### src/rtl/fifo.sv
// Synchronous single-clock FIFO with a registered read port and occupancy count.
// DEPTH need not be a power of two; pointers wrap explicitly at DEPTH-1.
module fifo #(
   parameter int WIDTH = 8,
   parameter int DEPTH = 32
) (
   input  logic             CLK,
   input  logic             RESET,
   input  logic [WIDTH-1:0] DIN,
   input  logic             WE,
   input  logic             RE,
   output logic [WIDTH-1:0] DOUT,
   output logic             NOT_EMPTY,
   output logic             FULL
);

   localparam int PTR_W = (DEPTH > 1) ? $clog2(DEPTH) : 1;
   localparam int CNT_W = $clog2(DEPTH + 1);

   localparam logic [PTR_W-1:0] LAST_PTR  = PTR_W'(DEPTH - 1);
   localparam logic [CNT_W-1:0] FULL_CNT  = CNT_W'(DEPTH);

   logic [WIDTH-1:0] mem [DEPTH];

   logic [PTR_W-1:0] wr_ptr_q, wr_ptr_d;
   logic [PTR_W-1:0] rd_ptr_q, rd_ptr_d;
   logic [CNT_W-1:0] count_q, count_d;
   logic [WIDTH-1:0] dout_q, dout_d;
   logic             wr_accept;
   logic             rd_accept;
   logic             is_empty;
   logic             is_full;

   function automatic logic [PTR_W-1:0] next_ptr(input logic [PTR_W-1:0] p);
      return (p == LAST_PTR) ? '0 : p + PTR_W'(1);
   endfunction

   assign is_empty = (count_q == '0);
   assign is_full  = (count_q == FULL_CNT);

   // A read frees a slot on the same edge, so a write into a full FIFO is accepted alongside it.
   always_comb begin
      rd_accept = RE && !is_empty;
      wr_accept = WE && (!is_full || rd_accept);

      wr_ptr_d = wr_ptr_q;
      rd_ptr_d = rd_ptr_q;
      count_d  = count_q;
      dout_d   = dout_q;

      if (wr_accept) begin
         wr_ptr_d = next_ptr(wr_ptr_q);
      end

      if (rd_accept) begin
         rd_ptr_d = next_ptr(rd_ptr_q);
         dout_d   = mem[rd_ptr_q];
      end

      case ({wr_accept, rd_accept})
         2'b10:   count_d = count_q + CNT_W'(1);
         2'b01:   count_d = count_q - CNT_W'(1);
         default: count_d = count_q;
      endcase
   end

   always_ff @(posedge CLK or posedge RESET) begin
      if (RESET) begin
         wr_ptr_q <= '0;
         rd_ptr_q <= '0;
         count_q  <= '0;
         dout_q   <= '0;
      end else begin
         wr_ptr_q <= wr_ptr_d;
         rd_ptr_q <= rd_ptr_d;
         count_q  <= count_d;
         dout_q   <= dout_d;
      end
   end

   // Storage is not reset; the zeroed count keeps stale words unreachable.
   always_ff @(posedge CLK) begin
      if (wr_accept && !RESET) begin
         mem[wr_ptr_q] <= DIN;
      end
   end

   assign DOUT      = dout_q;
   assign NOT_EMPTY = !is_empty;
   assign FULL      = is_full;

endmodule

### config.mk
export PLATFORM = sky130hd
export DESIGN_NAME = fifo
export DESIGN_NICKNAME = d
export VERILOG_FILES = /design/src/rtl/fifo.sv
export SDC_FILE = /design/constraint.sdc
export NUM_CORES = 1
export LEC_CHECK = 0
export BUFFER_PORTS_ARGS = -buffer_cell sky130_fd_sc_hd__buf_2
export CORE_ASPECT_RATIO = 2
export CORE_UTILIZATION = 45
export DETAILED_ROUTE_END_ITERATION = 16
export GPL_TIMING_DRIVEN = 1
export PLACE_DENSITY = 0.65
export SYNTH_ARGS = -nofsm -noshare
export SYNTH_HDL_FRONTEND = slang
export SYNTH_SLANG_ARGS = --single-unit
### constraint.sdc
create_clock -name CLK -period 2.72 [get_ports CLK]
set_clock_uncertainty 0.1 [all_clocks]
set_input_delay 0 -clock CLK [delete_from_list [all_inputs] [get_ports CLK]]
set_output_delay 0 -clock CLK [all_outputs]
set_load 0.05 [all_outputs]
# Yosys cells after proc, flatten, opt, wreduce, memory -nomap -nowiden
# Memories as Yosys holds them, arrays and structs flattened. A register that Yosys moved wholly into a read port is not among the register bits.
# Index checks and enable logic that the tools add are counted.
# classes
add_sub_neg	4
n_eq_ne	5
n_mux	5
reduce_logical	9
# op_table
cell	count
one-hot mux 6 bit (2 select lines)	1
adder 5 x 1 -> 5 bit, second input constant	2
== test 5 bit, second input constant	2
two-way mux 5 bit	2
adder 6 x 1 -> 6 bit, second input constant	1
== test 6 bit, second input constant	1
zero test 6 bit	1
subtractor 6 x 1 -> 6 bit, second input constant	1
logical AND 1 bit	3
zero test 1 bit	3
== test 2 x 1 -> 1 bit, second input constant	1
== test 2 bit, second input constant	1
two-way mux 1 bit	2
nonzero test 2 bit	1
logical OR 1 bit	1
# word_totals
reg_bits	16
ramBits	256
inputBits	12
n_memories	1
# mem_list
name	depth	word_bits	read_ports	rd_ports_with_merged_regs	write_ports	line	text
mem	32	8	1	1	1	23	logic [WIDTH-1:0] mem [DEPTH];

# Longest topological paths before layout
# Gate-level depths: netlist (run 1).
# depth
word_depth	8
ltp_mapped	11

# Worst setup path after synthesis (run 1)
# OpenSTA, ideal clock, no wires.
# synth_path
kind	register to register
start	register count_q[1]
end	register count_q[5]
arrival_ps	2653
required_time_ps	2488
slack_ps	-165
stages_incl_launch_ff	11
n_path_buf	1
cell_sequence	dfrtp_1 or4_1 buf_2 o31ai_1 nor2_1 ha_1 a211oi_1 o21bai_1 a21oi_1 mux2i_1 o211ai_1
# synth_via
elab_chain_len	7
# synth_rtl
element	line	text
start: declaration	27	logic [CNT_W-1:0] count_q, count_d;
start signal: assignment	76	count_q <= count_d;
zero test 6 bit	38	assign is_empty = (count_q == '0);
zero test 1 bit	43	rd_accept = RE && !is_empty;
logical AND 1 bit	43	
logical OR 1 bit	44	wr_accept = WE && (!is_full || rd_accept);
logical AND 1 bit	44	
== test 2 x 1 -> 1 bit / == test 2 bit (equally long branches)	60	case ({wr_accept, rd_accept})
one-hot mux 6 bit (2 select lines) / nonzero test 2 bit (equally long branches)	-	
# Parallel ways exist; a longest one is shown, timed or not.
# A chain may end at the register's enable or synchronous reset.

# Worst setup path after layout (run 1)
# layout_path
start	register count_q[4]
end	register count_q[4]
# The elaborated chain is that of the path after synthesis.

==> results.md, run 1 <==
- Most used routing layer: met2
- R2R depth: 11
- Synth Register Bits: 280
- CP endpoint kind: flop
- F_max: between 300 and 400 MHz
- Placeable Area: ~25000 um^2
- GR Overflow Total: 0
- EDFF count, synth: roughly 260
- Root buf cell: clkbuf_16
- Die X: 114 um
- WL final: 24.8 mm
- Endpoints failing setup: 0
- WS Path Type: reg -> reg
- Register area: 8290 um^2
- Post-synth top flop: edfxtp_1
- RSZ-0062 raised after global routing: true
- Switching Share: 0.307
- Fin nets: between 600 and 700
- Sequential Power Share: 0.456
- Worst vdd ir: between 0.0007 and 0.0008 V
- Total Routing Usage GR: 0.204
- Fillers: ~2000
- Drt first pass iters: 5
- N_diodes: 0
- Post-route design area: 12900 um^2
- Final Hold Fails: 0
- Worst path arrival time: around 3.0 ns
- Cell Count, Final, Fillers Out: between 1000 and 1500
- Global Route met1 Usage: 0.220
- Cell area after synthesis: about 11000 um^2
- Vias in the first global route: 6134
- # clock sinks: 280
- Synth top area share: 0.682
- Met3 Use GR: 0.0225
- DIE AREA: about 26000 um^2
- Worst-Margin Slew: 0.891 ns
- Worst Path Required: ~3 ns
- Syn Area/Cell: 19.1 um^2
- DP Worst Slack: -0.105 ns
- Worst Hold Class: in -> reg
- Via density: approximately 5.7
- Setup_tns: 0 ns
- Gate power share: 0.272
- PD cells: a little over 900 nW/um^2
- Routed via count: ~5800
- CP max-delay cell: or4_4
- Psw: 3.62 mW
- Crit Path Max Fanout: 4
- Max-slew headroom: 0.404
- Setup slack after layout: around 0.012 ns
- Worst-skew pair later-pin latency: 0.53 ns
- Fraction of layout cells with a size suffix above 1: 0.256
- Area contributors post-synth: edfxtp_1 (68%), mux4_2 (12%), dfrtp_1 (5.3%)
- CTS HTree Levels: 1
- Cell Rows: 81
- Area grow syn2layout: 14.1%
- Wire per inst: between 20 and 25 um
- Synth async-reset ratio: 0.0857
- Starting Density: 0.460
- Worst-path clk slew: around 0.07 ns
- Global-route wire length before repair: between 30 and 40 mm
- Antenna viol nets, final: 0
- Crit start category: flop
- Maxcap violations: 0
- Post-DP HPWL: between 15 and 20 mm
- Clock share of power: 0.272
- CTS tree: built
- Placed insts: 947
- Max-slew violation count: 0
- Max clock buf depth: 3
- Post-synthesis sequential area ratio: 0.735
- Cell-internal power: 8.17 mW
- Synth unique cells: between 40 and 50
- Placed inst area: 11900 um^2
- Synthesis Warnings: 0
- Period utilization: 0.996
- CTS buffer count: 23
- Critical path, cell by cell: or4_4 > o31ai_4 > nor2_4 > buf_6 > inv_2 > fa_2 > inv_1 > a21o_1 > a21oi_2 > xnor2_1 > mux2_1
- Initial DRC count: 433
- Antenna violations before repair: 0
- Status: completed
- Drc violations: 0
- Fin Hold WS: 0.338 ns
- Placer congestion estimate: 0.847
- Hold path depth: 4
- Crit path time final: 2.71 ns
- Floorplan die height: around 230 um
- Mapped Cells: 591
- Multi-input gate area in the final layout: about 2900 um^2
- Post-Syn Nets: 615
- Largest net degree at the start of global routing: 33
- Leakage: ~4.3 nW
- Leading area contributor after synthesis: edfxtp_1
- Met2 Use GR: 0.387
- Port Buffer Count: 21
- # IOs: 22
- CP max stage delay: approximately 0.55 ns
## per-layer routing
metal,routed length [um],share of wire
met1,8600,0.35
met2,14100,0.57
met3,868,0.035
met4,1210,0.049
met5,0,0
## cell families after synthesis
family / count (synthesis) / synth area share
flip-flops: 280 / 0.735
AND/OR/NAND/NOR: 101 / 0.0406
multiplexers: 96 / 0.150
AO/OA/AOI/OAI: 61 / 0.0412
buffers and inverters: 37 / 0.0154
adder cells (fa/ha/maj): 12 / 0.0140
XOR/XNOR: 4 / 0.00311
## cell type report
cell class | count | share of cell area
repair buffers | 71 | 0.0419
flip-flops and latches | 280 | 0.645
inverters | 8 | 0.00233
clock buffers | 28 | 0.0462
multi-input cells | 274 | 0.224
clock inverters | 12 | 0.00846
well taps | 332 | 0.0323
## worst max-delay path: cells and delay by family (launching register included)
family          cells  cell delay (ns)
flops               1             0.40
xor+xnor            1             0.08
compound gates      3             0.64
fa+ha+maj           1             0.19
buf+inv             3             0.22
mux                 1             0.28
simple gates        2             0.66
## synth_stat cells (5+ instances only)
cell type	number
buf_1	5
a221oi_1	7
nand3_1	10
nand2_1	26
mux4_2	58
buf_2	13
inv_1	8
dfrtp_1	24
nor2_1	44
ha_1	11
o2111ai_1	7
a22oi_1	6
clkbuf_1	8
mux2i_1	32
a21oi_1	13
o211a_1	7
o21ai_0	9
edfxtp_1	256
## power by group through the flow
stage	logic (mW)	clock network [mW]	registers (mW)
after floorplan	2.06	0	5.39
after global placement	3.01	0	5.44
after detailed placement	3.10	0	5.47
after CTS	3.14	3.25	5.38
after global routing	3.40	3.40	5.43
final	3.21	3.21	5.38
## timing repair
action                                  CTS  global route
endpoints found under the setup margin    2             2
hold endpoints to repair                297             0
hold buffers                             12             0
setup buffers                             0             6
pin swaps                                 1            10
resized for setup                         2             8
## cells in the final DEF (no fill, tap or decap), types with 5 or more instances in the layout
master,synthesis,layout
nand3_1,10,10
ha_1,11,9
a221oi_1,7,7
mux2i_1,32,32
a21oi_1,13,11
clkinv_2,0,6
clkbuf_1,8,5
dlygate4sd3_1,0,12
edfxtp_1,256,256
a22oi_1,6,6
mux4_2,58,58
inv_1,8,7
buf_2,13,21
dfrtp_1,24,21
nor2_1,44,43
clkbuf_16,0,23
nand2_1,26,26
o2111ai_1,7,7
o21ai_0,9,9
buf_4,1,35
o211a_1,7,7
## worst paths after layout
path                            start          end  slack (ns)
min in group asynchronous       RESET  wr_ptr_q[2]        0.42
hold / removal                     WE   count_q[5]        0.34
setup reg to reg           count_q[4]   count_q[4]        0.01
max in group asynchronous       RESET  rd_ptr_q[0]        1.47
hold reg to reg               DOUT[1]      DOUT[1]        0.41
setup / recovery           count_q[4]   count_q[4]        0.01
## through the flow
step                      utilization  power [mW]
after floorplan                     -        7.46
after global placement          0.487        8.45
after detailed placement        0.487        8.57
after CTS                       0.521        11.8
after global routing            0.524        12.2
final                           0.524        11.8
## state kept, by name, summed over array words and instances, names as in the netlist
name / cells
mem: 256
DOUT: 8
count_q: 6
rd_ptr_q: 5
wr_ptr_q: 5
Power figures use the tool's default switching activity.
==> run 2: changes to the inputs <==
- SETUP_SLACK_MARGIN: not set -> 0.15
==> run 2 against run 1 <==
Compared with the run above:
- the flow now finishes with violations (negative setup slack)
- non-clock buffer count rose by 1
- hold slack barely moved
- sequential power barely moved
- setup slack got worse by 0.027 ns
- routed wire length fell by 0.62%
- design area rose by 1.9%
- core utilization rose by 1.0 points
- maximum frequency fell by 1.0%
- critical path depth did not move
- largest cell class unchanged
- sequential share of layout area fell by 1.2 points
- clock power rose by 10%
- highest routed layer unchanged
- total power rose by 4.2%
==> results.md, run 2 (synthesis results as in run 1) <==
- Placeable Area: around 25000 um^2
- Crit Path Max Fanout: 5
- Worst vdd ir: between 0.0008 and 0.0009 V
- CTS tree: built
- Die X: about 110 um
- Global-route wire length before repair: 37.1 mm
- Reg-to-reg startpoint: count_q[4]
- Initial DRC count: between 300 and 400
- Maxcap violations: 0
- Wire per inst: 24.5 um
- Reg2reg end: count_q[5]
- Leakage: between 4 and 5 nW
- Max-slew headroom: 0.520
- N_diodes: 0
- Hold worst-path end: count_q[5]
- Period utilization: 1.01
- Area grow syn2layout: 16.3%
- Setup slack after layout: -0.0151 ns
- F_max: between 300 and 400 MHz
- Drt first pass iters: 5
- Sequential Power Share: 0.437
- Commonest non-fill, non-tap cells in the layout: edfxtp_1 (256), mux4_2 (58), mux2i_1 (32), nor2_2 (32), buf_4 (31)
- CTS HTree Levels: 1
- Floorplan die height: between 200 and 250 um
- Worst Hold Class: in -> reg
- Max-slew violation count: 0
- Max clock buf depth: 3
- WS Path Type: reg -> reg
- Root buf cell: clkbuf_16
- Most common cell after layout, fill and taps aside: edfxtp_1
- Port Buffer Count: 21
- Worst Path Required: 3.05 ns
- Hold path startpoint: WE
- DIE AREA: 25700 um^2
- Drc violations: 0
- Endpoints failing setup: 1
- Reg2Reg Setup Slack: -0.02 ns
- Routed via count: ~5700
- Gate power share: 0.275
- CTS buffer count: 23
- Via density: 5.67
- Antenna viol nets, final: 0
- Cell-internal power: 8.56 mW
- Violations in the final reports: negative setup slack
- Status: finished, violations left
- Placer congestion estimate: 0.848
- Worst-skew pair later-pin latency: between 0.5 and 0.6 ns
- Overall Power: between 10 and 15 mW
- Worst path arrival time: between 3 and 4 ns
- PD cells: roughly 940 nW/um^2
- Cell Rows: a little over 80
- Antenna violations before repair: 0
- Largest net degree at the start of global routing: 33
- Post-DP HPWL: between 15 and 20 mm
- R2R depth: 11
- Final Hold Fails: 0
- Fin nets: ~700
- Setup_tns: -0.0151 ns
- Switching Share: 0.303
- Fraction of layout cells with a size suffix above 1: 0.319
- Crit path time final: between 2 and 3 ns
- RSZ-0062 raised after global routing: true
- Worst-Margin Slew: about 0.72 ns
- GR Overflow Total: 0
- Clock share of power: 0.288
- Vias in the first global route: ~6200
- # clock sinks: 280
- # IOs: 22
- Top reg by flops: mem
- Starting Density: 0.460
- CP endpoint kind: flop
- Total Routing Usage GR: 0.201
- Worst-path clk slew: about 0.07 ns
- Hold path depth: 4
- Largest register FFs: between 200 and 300
- WL final: 24.6 mm
- Crit start category: flop
- Psw: 3.73 mW
-- run 2: cell count changes in the layout (fill, tap and decap cells not counted), sizes merged --
cell	delta
clkinvlp	-1
buf	+1
clkbuf	-1
bufinv	+3
clkinv	-1
-- run 2: stage by stage --
| step | instance area (um^2) | utilization | std cells | hold slack (ns) | setup slack, ns |
|---|---|---|---|---|---|
| after global routing | 13100 | 0.535 | 1006 | 0.345 | -0.0697 |
| final | 13100 | 0.535 | 1006 | 0.338 | -0.0151 |
| after detailed placement | 12000 | 0.488 | 943 | -0.0607 | -0.141 |
| after global placement | 12000 | 0.488 | 943 | -0.0722 | 0.130 |
| after floorplan | 11300 | - | 591 | -0.0854 | 0.111 |
| after CTS | 13000 | 0.531 | 1003 | 0.331 | 0.0104 |
-- run 2: area by class of cell --
class                   count  area, um^2
fillers                  1979       11400
repair buffers             72         574
flip-flops and latches    280        8290
clock inverters            13         204
multi-input cells         274        2990
inverters                   8        30.0
clock buffers              27         601
well taps                 332         415
-- run 2: worst max-delay path by stage --
stage,from,endpoint,cells after the start,slack (ns)
finish,count_q[4],count_q[5],11,-0.02
global route,count_q[4],count_q[5],11,-0.07
CTS,count_q[4],count_q[5],11,0.01
detailed placement,count_q[3],count_q[5],9,-0.14
global placement,count_q[3],count_q[4],10,0.13
floorplan,count_q[3],count_q[5],10,0.11
-- run 2: power groups by stage --
stage	logic, mW	registers [mW]	clock network (mW)
floorplan	2.09	5.40	0
CTS	3.27	5.36	3.60
finish	3.37	5.37	3.54
global placement	3.02	5.45	0
detailed placement	3.12	5.47	0
global route	3.59	5.40	3.74
-- run 2: repair_timing --
| action | CTS | global route |
|---|---|---|
| setup buffers | 8 | 3 |
| hold buffers | 12 | 0 |
| pin swaps | 9 | 12 |
| gates resized for setup | 25 | 25 |
| hold endpoints to repair | 275 | 0 |
| endpoints found under the setup margin | 143 | 262 |
-- run 2: worst max-delay path: stages (launching register included) --
cell and delay (ns):
dfrtp_1 0.40, or4_4 0.57, o31ai_4 0.30, nor2_4 0.11, buf_6 0.14, ha_4 0.27, o21ai_2 0.06, o21bai_2 0.20
a21oi_4 0.10, buf_4 0.14, nand3b_1 0.15, o211ai_1 0.11
-- run 2: layer usage --
metal  vias to the layer above  part of all wire  track usage  routed length (um)
met5                         -                 0            0                   0
met4                         0             0.073        0.134                1800
met3                        79             0.032       0.0233                 784
met2                       162              0.56        0.376               13700
met1                      2947              0.34        0.207                8340
li1                       2515                 -            -                   -
==> run 3: changes to the inputs <==
- ABC_AREA: not set -> 1
- CORE_ASPECT_RATIO: 2 -> not set
==> run 3 against run 2 <==
Compared with the run above:
- the flow finishes with violations (negative hold slack)
- critical path type unchanged
- count of clock-buffer cells in the layout grew 5
- sequential power fell by 3%
- first-iteration DRC count increased by 110%
- largest power group unchanged
- via count increased by 46%
- final cell count increased by 61%
- clock power is 26% higher
- largest cell class unchanged
- design area rose by 7.5%
- critical endpoint unchanged
- hold slack got worse by 0.34 ns
- non-clock buffer count rose by 2
- synthesized cell count increased by 100%
- routed wire length rose by 17%
==> results.md, run 3 <==
- Max-slew headroom: 0.422
- Largest register FFs: roughly 260
- Period utilization: 0.840
- Antenna viol nets, final: 0
- Synth Register Bits: 280
- Fraction of layout cells with a size suffix above 1: 0.0987
- Most frequent CP cell: nand2_1
- R2R depth: 13
- Cell Count, Final, Fillers Out: between 1500 and 2000
- Worst Path Required: about 3.1 ns
- WS Path Type: reg -> reg
- Clock share of power: 0.312
- Max-slew violation count: 0
- Crit path from: count_q[0]
- F_max: about 440 MHz
- GR Overflow Total: 0
- Routed via count: between 8000 and 9000
- Placer congestion estimate: 0.903
- Synth async-reset ratio: 0.0857
- Fin nets: about 1300
- Synth cell count leaders: nand2_1 (398), edfxtp_1 (256), nand3_1 (166)
- Hold worst-path end: mem[15][4]
- Area grow syn2layout: 14.6%
- Port Buffer Count: 21
- Reg-to-reg startpoint: count_q[0]
- Starting Density: 0.458
- Post-CTS setup buffers: 0
- Fillers: about 2400
- Maxcap violations: 0
- Drc violations: 0
- Area contributors post-synth: edfxtp_1 (63%), nand2_1 (12%), nand3_1 (6.8%)
- Commonest non-fill, non-tap cells in the layout: nand2_1 (398), edfxtp_1 (256), nand3_1 (166), inv_1 (133), nor2_1 (82)
- Crit path time final: between 2 and 2.5 ns
- # IOs: 22
- Hold path depth: 1
- Worst path arrival time: between 2 and 3 ns
- Worst-Margin Slew: a little under 0.9 ns
- Wire per inst: between 15 and 20 um
- Post-synth top flop: edfxtp_1
- Drt first pass iters: 5
- Cell area after synthesis: roughly 12000 um^2
- Worst vdd ir: slightly below 0.0006 V
- Global-route wire length before repair: ~45 mm
- Hold path startpoint: DIN[4]
- CP max-delay cell: dfrtp_1
- N_diodes: 0
- Max clock buf depth: 3
- Most frequent cell after synthesis: nand2_1
- CP endpoint kind: flop
- Placeable Area: between 20000 and 30000 um^2
- Worst-skew pair later-pin latency: roughly 0.55 ns
- Sequential Power Share: 0.366
- Antenna violations before repair: 1
- Reg2Reg Setup Slack: 0.44 ns
- Syn Area/Cell: roughly 10 um^2
- Leading area contributor after synthesis: edfxtp_1
- Most common cell after layout, fill and taps aside: nand2_1
- CTS buffer count: 29
- Synth top area share: 0.625
- Fin Hold WS: -0.00573 ns
- Worst Hold Class: in -> reg
- Status: finished, violations left
- Root buf cell: clkbuf_16
- CTS tree: built
- PD cells: about 1000 nW/um^2
- Synth unique cells: 27
- Via density: around 5.2
- Reg2reg end: count_q[5]
- Setup_tns: 0 ns
- Placed insts: 1555
- Total Routing Usage GR: 0.209
- Worst-path clk slew: around 0.060 ns
- # clock sinks: 280
- Initial DRC count: ~760
- Post-synthesis sequential area ratio: 0.674
- Top reg by flops: mem
- WL final: approximately 29 mm
- CTS HTree Levels: 1
- Vias in the first global route: approximately 8100
- RSZ-0062 raised after global routing: false
- Post-Syn Nets: ~1200
- Psw: 5.19 mW
- Synthesis Warnings: 0
- Crit Path Max Fanout: 6
- Switching Share: 0.363
- Largest net degree at the start of global routing: 68
- Critical path, cell by cell: nor2_1 > nand3_2 > nand3_1 > inv_1 > ha_1 > a21oi_1 > o21ai_0 > nor2_1 > inv_1 > nand2_1 > nand2_1 > nand2_1 > nand2_1
- Endpoints failing setup: 0
- Cell-internal power: between 9 and 10 mW
- Mapped Cells: 1204
- Cell Rows: 60
- Die X: around 170 um
- Crit start category: flop
- DIE AREA: 28000 um^2
- Leakage: 5.77 nW
- EDFF count, synth: approximately 260
- Gate power share: 0.323
- Floorplan die height: about 170 um
- Post-DP HPWL: between 15 and 20 mm
- Final Hold Fails: 4
- Violations in the final reports: negative hold slack
- CP max stage delay: a little under 0.4 ns
-- run 3: changes by cell type after synthesis, moves of 10 or more --
cell     previous run  this run
nand2_1            26       398
nand3_1            10       166
inv_1               8       134
mux4_2             58         0
nor2_1             44        82
mux2i_1            32         0
buf_2              13        34
nor3_1              4        15
o21ai_0             9        19
-- run 3: area by class of cell --
class	instances	area (um^2)	area share
repair buffers	74	561	0.0398
multi-input cells	730	3210	0.228
well taps	341	427	0.0303
clock buffers	32	737	0.0523
flip-flops and latches	280	8290	0.588
clock inverters	22	350	0.0249
inverters	138	519	0.0368
-- run 3: cell families after synthesis --
| logic type | Yosys count | synth area share |
|---|---|---|
| AND/OR/NAND/NOR | 668 | 0.225 |
| buffers and inverters | 194 | 0.0663 |
| adder cells (fa/ha/maj) | 12 | 0.0128 |
| XOR/XNOR | 4 | 0.00285 |
| AO/OA/AOI/OAI | 46 | 0.0190 |
| flip-flops | 280 | 0.674 |
-- run 3: worst max path at each step --
stage	depth (start not counted)	to
after detailed placement	7	mem[19][5]
after floorplan	13	count_q[5]
final	13	count_q[5]
after global placement	7	mem[15][4]
after CTS	7	mem[19][3]
after global routing	13	count_q[5]
-- run 3: power by group through the flow --
stage          Combinational (mW)  Sequential, mW  Clock [mW]
5_1_grt                      5.08            5.26        4.68
3_3_place_gp                 4.51            5.30           0
4_1_cts                      4.56            5.22        4.51
6_report                     4.61            5.23        4.46
2_1_floorplan                3.11            5.38           0
3_5_place_dp                 4.52            5.31           0
-- run 3: layer usage --
| layer | vias up | routed length [um] | GRT usage |
|---|---|---|---|
| met2 | 310 | 13400 | 0.337 |
| met3 | 60 | 2070 | 0.0267 |
| met5 | - | 0 | 0 |
| li1 | 4057 | - | - |
| met1 | 3921 | 12400 | 0.291 |
| met4 | 0 | 921 | 0.0786 |
-- run 3: stage by stage --
| stage | utilization | hold WS (ns) | total power [mW] | area [um^2] | setup slack (ns) |
|---|---|---|---|---|---|
| floorplan | - | -0.0606 | 8.49 | 12300 | 0.368 |
| global placement | 0.481 | -0.0869 | 9.81 | 12900 | 0.310 |
| detailed placement | 0.481 | -0.0873 | 9.84 | 12900 | 0.228 |
| CTS | 0.524 | 0.00455 | 14.3 | 14100 | 0.218 |
| global route | 0.524 | 0.0181 | 15.0 | 14100 | 0.202 |
| finish | 0.524 | -0.00573 | 14.3 | 14100 | 0.436 |
-- run 3: repair_timing --
action / 4_1_cts / 5_1_grt
setup endpoints to repair: 0 / 208
hold endpoints to repair: 109 / 0
hold buffers: 8 / 0
resized for setup: 0 / 2
-- run 3: worst max-delay path, delay by kind of cell, from the launching register on --
kind,cells,cell delay [ns]
buf+inv,2,0.20
flops,1,0.39
fa+ha+maj,1,0.36
simple gates,8,0.87
compound gates,2,0.26
